<file path="src/rtl/axis_upsizer_pkg.sv">
// Shared elaboration-time helpers for the AXI-Stream upsizer: ratio legality
// check and lane-index width.
package axis_upsizer_pkg;

  // Legal when the input is whole bytes and the output holds a power-of-two
  // number of input beats.
  function automatic bit ratio_ok(input int s_width, input int m_width);
    int r;
    if (s_width <= 0 || (s_width % 8) != 0 || (m_width % s_width) != 0) return 1'b0;
    r = m_width / s_width;
    return (r >= 1) && ((r & (r - 1)) == 0);
  endfunction

  // Lane index width; a ratio of 1 uses a single index bit tied to zero.
  function automatic int idx_width(input int r);
    return (r > 1) ? $clog2(r) : 1;
  endfunction

endpackage

</file>
<file path="src/rtl/axis_upsizer.sv">
// AXI-Stream width upsizer: packs R narrow beats into one wide beat and
// flushes a zero-padded partial word when s_last lands mid-word.
module axis_upsizer
  import axis_upsizer_pkg::*;
#(
  parameter int S_BUS_WIDTH = 8,
  parameter int M_BUS_WIDTH = 32,
  localparam int S_BYTES = S_BUS_WIDTH / 8,
  localparam int R = M_BUS_WIDTH / S_BUS_WIDTH
) (
  input  logic                        aclk,
  input  logic                        areset,
  input  logic                        s_valid,
  output logic                        s_ready,
  input  logic [S_BYTES-1:0][7:0]     s_data,
  input  logic [S_BYTES-1:0]          s_keep,
  input  logic                        s_last,
  output logic                        m_valid,
  input  logic                        m_ready,
  output logic [R*S_BYTES-1:0][7:0]   m_data,
  output logic [R*S_BYTES-1:0]        m_keep,
  output logic                        m_last
);

  localparam int IW    = idx_width(R);
  localparam int ACC_N = (R > 1) ? R - 1 : 1;

  if (!ratio_ok(S_BUS_WIDTH, M_BUS_WIDTH)) begin : g_bad_ratio
    $error("axis_upsizer: M_BUS_WIDTH/S_BUS_WIDTH must be a power-of-two integer of byte-wide beats");
  end

  logic [IW-1:0]                     idx;
  logic                              idx_top;
  logic                              s_fire;
  logic                              complete;
  logic [ACC_N-1:0][S_BYTES-1:0][7:0] acc_data;
  logic [ACC_N-1:0][S_BYTES-1:0]      acc_keep;
  logic [R-1:0][S_BYTES-1:0][7:0]     next_data;
  logic [R-1:0][S_BYTES-1:0]          next_keep;

  // Handshake: s_valid && s_ready at posedge accepts a beat; m_valid && m_ready
  // at posedge retires the output word. s_ready never looks at s_valid/s_data/s_last.
  assign s_ready  = !m_valid || m_ready;
  assign s_fire   = s_valid && s_ready;
  assign complete = s_fire && (idx_top || s_last);

  if (R > 1) begin : g_idx
    always_ff @(posedge aclk) begin
      if (areset) begin
        idx <= '0;
      end else if (s_fire) begin
        idx <= complete ? '0 : idx + 1'b1;
      end
    end
    assign idx_top = (idx == IW'(R - 1));

    // Only lanes below the final one are buffered; the final beat goes
    // straight into the output register.
    always_ff @(posedge aclk) begin
      if (areset) begin
        acc_data <= '0;
        acc_keep <= '0;
      end else if (s_fire) begin
        if (complete) begin
          acc_keep <= '0;
        end else begin
          acc_data[idx] <= s_data;
          acc_keep[idx] <= s_keep;
        end
      end
    end
  end else begin : g_no_idx
    assign idx      = '0;
    assign idx_top  = 1'b1;
    assign acc_data = '0;
    assign acc_keep = '0;
  end

  // Next output word: buffered lanes below idx, the incoming beat at idx,
  // zeros above it.
  always_comb begin
    next_data = '0;
    next_keep = '0;
    for (int l = 0; l < R - 1; l++) begin
      if (l < int'(idx)) begin
        next_data[l] = acc_data[l];
        next_keep[l] = acc_keep[l];
      end
    end
    next_data[idx] = s_data;
    next_keep[idx] = s_keep;
  end

  always_ff @(posedge aclk) begin
    if (areset) begin
      m_valid <= 1'b0;
      m_last  <= 1'b0;
      m_data  <= '0;
      m_keep  <= '0;
    end else if (complete) begin
      m_valid <= 1'b1;
      m_last  <= s_last;
      m_data  <= next_data;
      m_keep  <= next_keep;
    end else if (m_ready) begin
      m_valid <= 1'b0;
    end
  end

endmodule
</file>
<file path="config.mk">
export PLATFORM = sky130hd
export DESIGN_NAME = axis_upsizer
export DESIGN_NICKNAME = d
export VERILOG_FILES = /design/src/rtl/axis_upsizer_pkg.sv /design/src/rtl/axis_upsizer.sv
export SDC_FILE = /design/constraint.sdc
export NUM_CORES = 1
export LEC_CHECK = 0
export CORE_MARGIN = 3
export CORE_UTILIZATION = 57
export DETAILED_ROUTE_END_ITERATION = 8
export GPL_TIMING_DRIVEN = 0
export PLACE_DENSITY = 0.87
export REMOVE_ABC_BUFFERS = 1
export SLEW_MARGIN = 15
export SYNTH_ARGS = -nofsm -noshare
export SYNTH_HDL_FRONTEND = slang
export SYNTH_SLANG_ARGS = --single-unit
export TNS_END_PERCENT = 50
</file>
<file path="constraint.sdc">
create_clock -name aclk -period 2.5 [get_ports aclk]
set_input_delay 0.25 -clock aclk [delete_from_list [all_inputs] [get_ports aclk]]
set_output_delay 0.25 -clock aclk [all_outputs]
set_load 0.01 [all_outputs]
</file>
==> results of run 1 <==
registers in the layout, summed over array words and instances, names as in the netlist:
signal    cells
idx           2
acc_keep      3
m_valid       1
m_last        1
m_keep        4
m_data       32
acc_data     24
worst max-delay path by stage:
stage | from | endpoint | slack [ps] | cells after the start
6_report | idx[1]$_SDFFE_PP0P_ | m_data[1]$_SDFFE_PP0P_ | 130 | 4
3_5_place_dp | idx[1]$_SDFFE_PP0P_ | acc_data[5]$_SDFFE_PP0P_ | -180 | 4
2_1_floorplan | m_valid$_SDFFE_PP0P_ | acc_data[0]$_SDFFE_PP0P_ | -490 | 4
4_1_cts | idx[1]$_SDFFE_PP0P_ | m_data[27]$_SDFFE_PP0P_ | 130 | 5
3_3_place_gp | m_ready | m_data[30]$_SDFFE_PP0P_ | -1770 | 5
5_1_grt | idx[1]$_SDFFE_PP0P_ | m_data[4]$_SDFFE_PP0P_ | 30 | 4
stage by stage:
| step | std cells | total power, mW | TNS (ps) | util (%) |
|---|---|---|---|---|
| after floorplan | 308 | 1.32 | -13870 | - |
| after global placement | 430 | 1.46 | -100900 | 69.2 |
| after detailed placement | 433 | 1.48 | -3610 | 70.6 |
| after CTS | 450 | 2.36 | 0 | 74.5 |
| after global routing | 451 | 2.44 | 0 | 74.9 |
| final | 451 | 2.37 | 0 | 74.9 |
critical path: stages, from the launching register on:
cell and delay, ps:
dfxtp_1 650, ha_2 570, nor2_4 200, or3_1 540, a211oi_1 300
synth_stat cells (3+ instances only):
cell / count
ha_1: 4
mux2_2: 9
o31ai_1: 5
nand4_1: 6
a211oi_1: 27
nor4_1: 9
o32ai_1: 8
mux2i_1: 24
clkbuf_1: 20
o31a_1: 18
and3b_1: 18
nor3_1: 3
inv_1: 39
a21oi_1: 26
nand2b_1: 32
buf_2: 6
dfxtp_1: 67
power by group:
part	switching (mW)	internal (mW)	leakage, nW	total (mW)
logic	0.166	0.165	0.847	0.331
registers	0.0231	1.11	0.546	1.13
clock network	0.419	0.483	0.0991	0.902
total	0.609	1.76	1.49	2.37
kinds of logic (layout without fill, tap and decap cells):
kind of cell             after synthesis  after routing
AO/OA/AOI/OAI                         86             86
AND/OR/NAND/NOR                       78             79
buffers and inverters                 71            112
flip-flops                            67             67
multiplexers                          33             33
adder cells (fa/ha/maj)                4              4
routing by layer:
layer	GRT usage, %	wire length, um	up-vias
met4	14.0	202	0
met2	40.6	3620	82
met1	30.3	3320	1218
met3	4.88	382	21
li1	-	-	1286
met5	0	0	-
final cells by class:
class                   instances  area, um2
multi-input cells             202       1580
flip-flops and latches         67       1340
fillers                       394       1320
repair buffers                 56        598
inverters                      40        150
clock buffers                  11        141
well taps                      70       87.6
clock inverters                 5       52.6
repair_timing:
item / CTS / global route
hold buffers: 0 / 0
pin swaps: 1 / 1
hold endpoints to repair: 0 / 0
buffers inserted: 0 / 1
setup endpoints to repair: 47 / 18
cloned: 1 / 0
resized for setup: 1 / 2
==> metrics.md, run 1 <==
| Metric | Value |
|---|---|
| Hold_sp | `areset` |
| CTS sink count | `67` |
| Initial Util | `about three fifths` |
| Core area | `around 0.0053 mm2` |
| Synth Area per Inst | `roughly 9.4 um2` |
| #FFs+latches synth | `67` |
| VDD IR max | `slightly above 0.4 mV` |
| R2R setup slack | `~130 ps` |
| Slew Viols, Final | `0` |
| CTS Root Cell | `clkbuf_8` |
| Cell Pwr Density | `599 mW/mm2` |
| Final Setup Violations | `0` |
| Largest net degree at the start of global routing | `between 40 and 50` |
| Yosys warnings | `0` |
| Total Routing Usage GR | `24.7%` |
| Area growth syn-to-layout | `24.0%` |
| Final Hold Fails | `0` |
| Share of cells above drive strength 1 | `approximately a tenth` |
| Vias in the first global route | `roughly 2.6k` |
| Top-area cell type share of the netlist area | `roughly 42%` |
| Vias/cell | `about 5.8` |
| Post-Syn Area | `0.00318 mm2` |
| Placer Congestion | `0.756` |
| Min Tclk post-route | `~2400 ps` |
| Nets | `~400` |
| Max Cap Violations | `0` |
| Layout Skew | `between 10 and 15 ps` |
| Placed inst area | `0.00372 mm2` |
| Synth Area in Adders | `between 1.5 and 2%` |
| Post-route DRC | `0` |
| First-pass GRT wire length | `about 12000 um` |
| Reg2reg end | `m_data[1]$_SDFFE_PP0P_` |
| CP Launch Type | `flop` |
| Simple-gate area share of the yosys netlist | `approximately 17%` |
| Largest family of logic cells by synthesized area | `compound AO/OA/AOI/OAI gates` |
| Initial antenna violation count | `0` |
| PnR worst setup slack | `133 ps` |
| Leakage | `1.49 nW` |
| Grt ovf | `0` |
| Antenna cells | `0` |
| Critical Path Sink Type | `flop` |
| Cell area after layout | `slightly below 0.004 mm2` |
| Arrival time at the worst endpoint | `roughly 2600 ps` |
| Clk_lat worst skew | `around 350 ps` |
| Synth unique cells | `30` |
| Fin crit share | `between 90% and 100%` |
| Synth Area in XOR/XNOR | `0%` |
| Compound-cell area share of the yosys netlist | `19.1%` |
| Hold depth | `2` |
| CTS tree | `yes` |
| Register area share after synthesis | `between 40% and 50%` |
| Post-Synthesis Cells | `between 300 and 400` |
| Asr flop ratio synth | `0%` |
| Worst-Margin Slew | `between 800 and 900 ps` |
| Vias post-DR | `2607` |
| Post-synth top flop | `dfxtp_1` |
| Synth area leader | `dfxtp_1` |
| Routed WL | `between 7000 and 8000 um` |
| DRT Pass-1 Iters | `4` |
| Rows | `26` |
| Routed Antenna Nets | `0` |
| Commonest non-fill, non-tap cell in the layout | `dfxtp_1` |
| Post-DP HPWL | `about 4400 um` |
| Post-synthesis mux area share | `10.7%` |
| Commonest non-fill, non-tap cells in the layout | `dfxtp_1, clkdlybuf4s50_1, inv_1` |
| I/O Pins | `53` |
| Port bufs | `between 50 and 60` |
| Worst hold margin | `a little over 400 ps` |
| CP required | `about 2800 ps` |
| Post-synth EDFFs | `0` |
| Routed len/inst | `roughly 17 um` |
| Max clock buf depth | `2` |
| Num CTS Buffers | `9` |
| DP Worst Slack | `-180 ps` |
| Initial drt markers | `202` |
| Hold EP | `m_data[19]$_SDFFE_PP0P_` |
| DIE WIDTH | `between 80 and 90 um` |
| Max Freq | `approximately 420 MHz` |
| Clock slew at reported path FFs | `80 ps` |
| Crit Path Max Fanout | `18` |
| Hold crit path type | `input port to flop` |
| Worst r2r src | `idx[1]$_SDFFE_PP0P_` |
| Die height | `about 80 um` |
| H-tree level count | `3` |
| Relative slew slack | `a little over 40%` |
| Die area | `0.00652 mm2` |
| Top post-synthesis cells by area | `dfxtp_1, mux2i_1, a211oi_1, nand2b_1, and3b_1` |
| Setup CP Type | `flop to flop` |
| R2R depth | `4` |
| RSZ-0062 raised after global routing | `false` |
| Outcome | `finished clean` |
Power figures use the tool's default switching activity.
==> inputs of run 2 (changes only) <==
--- a/config.mk
+++ b/config.mk
@@ -9,7 +9,8 @@
 export CORE_UTILIZATION = 57
 export DETAILED_ROUTE_END_ITERATION = 8
 export GPL_TIMING_DRIVEN = 0
-export PLACE_DENSITY = 0.87
+export HOLD_SLACK_MARGIN = 0.03
+export PLACE_DENSITY_LB_ADDON = 0.1
 export REMOVE_ABC_BUFFERS = 1
 export SLEW_MARGIN = 15
 export SYNTH_ARGS = -nofsm -noshare
==> constraint.sdc (replaced) <==
create_clock -name aclk -period 2.8 [get_ports aclk]
set_input_delay 0.28 -clock aclk [delete_from_list [all_inputs] [get_ports aclk]]
set_output_delay 0.28 -clock aclk [all_outputs]
set_load 0.01 [all_outputs]
==> run 2 against run 1 <==
Compared with the run above: die area unchanged; worst hold slack better by 48 ps; utilization decreased by 0.21 points; sequential cell count stayed put; critical path type unchanged; largest cell class unchanged.
==> metrics.md, run 2 (same netlist as run 1, synthesis figures left out) <==
| Metric | Value |
|---|---|
| Clock slew at reported path FFs | `around 70 ps` |
| Commonest non-fill, non-tap cells in the layout | `dfxtp_1, clkdlybuf4s50_1, inv_1` |
| Sw frac | `24.5%` |
| Power Internal | `between 1.5 and 2 mW` |
| Final Setup Violations | `0` |
| Die area | `roughly 0.0065 mm2` |
| Final cell count without fillers | `450` |
| Max clock buf depth | `2` |
| CTS Root Cell | `clkbuf_8` |
| VDD IR max | `approximately 0.37 mV` |
| Max FFs per register | `32` |
| Total Routing Usage GR | `25.3%` |
| FF+latch area | `about 0.0013 mm2` |
| CP required | `~3000 ps` |
| Max Used Layer | `met4` |
| Combinational share of power | `between 10% and 20%` |
| CP bufs+invs | `0` |
| Grt ovf | `0` |
| Vias/cell | `5.96` |
| Routed Antenna Nets | `0` |
| Crit-path max cell delay | `between 600 and 700 ps` |
| Nets | `393` |
| Routed len/inst | `roughly 18 um` |
| RSZ-0062 raised after global routing | `false` |
| Commonest non-fill, non-tap cell in the layout | `dfxtp_1` |
| Post-DP HPWL | `4690 um` |
| Placer Congestion | `approximately 0.75` |
| Vias post-DR | `2680` |
| Final Hold Fails | `0` |
| Arrival time at the worst endpoint | `2720 ps` |
| Area growth syn-to-layout | `23.7%` |
| Cell Pwr Density | `545 mW/mm2` |
| Max Cap Violations | `0` |
| Relative slew slack | `between 40% and 50%` |
| Vias in the first global route | `2557` |
| Met3 routed WL | `between 400 and 500 um` |
| Antenna cells | `0` |
| First-pass GRT wire length | `12600 um` |
| Sw Pwr | `about 0.53 mW` |
| DRT met1 WL | `3410 um` |
| CP Launch Type | `flop` |
| Share of cells above drive strength 1 | `between 8 and 9%` |
| Layout Skew | `6.27 ps` |
| Slew Viols, Final | `0` |
| Largest net degree at the start of global routing | `40` |
| Worst hold margin | `about 460 ps` |
| CTS sink count | `67` |
| Cts hold-fix bufs | `0` |
| Routed length on met2 | `4020 um` |
| DRT Pass-1 Iters | `5` |
| Routed WL | `about 8000 um` |
| Setup CP Type | `flop to flop` |
| Clock network power share | `between 30 and 40%` |
| Max Freq | `~400 MHz` |
| Initial antenna violation count | `0` |
| R2R setup slack | `roughly 310 ps` |
| Leakage | `~1.5 nW` |
| Port bufs | `between 50 and 60` |
| H-tree level count | `3` |
| Core area | `roughly 0.0053 mm2` |
| Critical-path cell list | `ha_2 -> nor2_4 -> or3_1 -> a211oi_1` |
| Outcome | `finished clean` |
| CP delay by family, top | `simple AND/OR/NAND/NOR gates` |
| Placed Cells incl. Taps | `433` |
| CTS tree | `yes` |
| Num CTS Buffers | `9` |
| Reg power frac | `a little under half` |
| # fillers | `between 400 and 500` |
| Worst-Margin Slew | `898 ps` |
| Largest reg by FF count | `m_data` |
| Critical Path Sink Type | `flop` |
| Clk_lat worst skew | `~340 ps` |
| Largest registers | `m_data (32), acc_data (24), m_keep (4)` |
| Crit Path Max Fanout | `18` |
| Multi-input gate area | `0.00157 mm2` |
| Initial drt markers | `around 160` |
| Die height | `approximately 80 um` |
| CP max stage cell | `dfxtp_1` |
| Initial Util | `60.4%` |
| Min Tclk post-route | `2490 ps` |
| Post-route DRC | `0` |
| Fin crit share | `88.8%` |
| DIE WIDTH | `slightly above 80 um` |
| Rows | `26` |
| I/O Pins | `53` |
| Hold crit path type | `flop to flop` |
==> run 2: power groups by stage <==
stage	logic (mW)	registers, mW	clock network [mW]
final	0.295	1.01	0.840
after floorplan	0.135	1.04	0
after detailed placement	0.289	1.03	0
after global placement	0.276	1.03	0
after CTS	0.293	1.01	0.843
after global routing	0.319	1.02	0.881
==> run 2: through the flow <==
step           utilization, %  setup TNS (ps)  area, um2  total power [mW]  setup WS [ps]
3_3_place_gp             69.2          -90400       3650              1.31          -1610
3_5_place_dp             70.6               0       3720              1.32           67.5
2_1_floorplan               -           -3340       3040              1.18           -185
5_1_grt                  74.7               0       3940              2.22            225
6_report                 74.7               0       3940              2.15            315
4_1_cts                  74.5               0       3930              2.15           49.4
==> run 2: path summary, 6_finish.rpt <==
check | startpoint | endpoint | cells after the start
setup / recovery | idx[1]$_SDFFE_PP0P_ | m_keep[0]$_SDFFE_PP0P_ | 4
hold / removal | m_data[2]$_SDFFE_PP0P_ | m_data[2]$_SDFFE_PP0P_ | 2
setup reg to reg | idx[1]$_SDFFE_PP0P_ | m_keep[0]$_SDFFE_PP0P_ | 4
hold reg to reg | m_data[2]$_SDFFE_PP0P_ | m_data[2]$_SDFFE_PP0P_ | 2
==> run 2: area by class of cell <==
cell class / count / share of cell area (%)
Inverter: 40 / 3.81
Timing Repair Buffer: 55 / 14.7
Clock inverter: 1 / 0.763
Clock buffer: 15 / 4.48
Multi-Input combinational cell: 202 / 40.0
Tap cell: 70 / 2.22
Sequential cell: 67 / 34.1
==> run 2: worst min-delay path: stages (launching register included) <==
cell	delay (ps)
dfxtp_1	310
inv_1	50
a211oi_1	50
==> run 2: routing by layer <==
metal / track usage (%) / up-vias
met5: 0 / -
met4: 12.3 / 0
met3: 3.88 / 20
met2: 43.1 / 94
met1: 31.1 / 1285
li1: - / 1281
==> run 2: timing repair <==
item / CTS / global route
setup endpoints to repair: 0 / 43
setup buffers: 0 / 0
gates resized for setup: 0 / 1
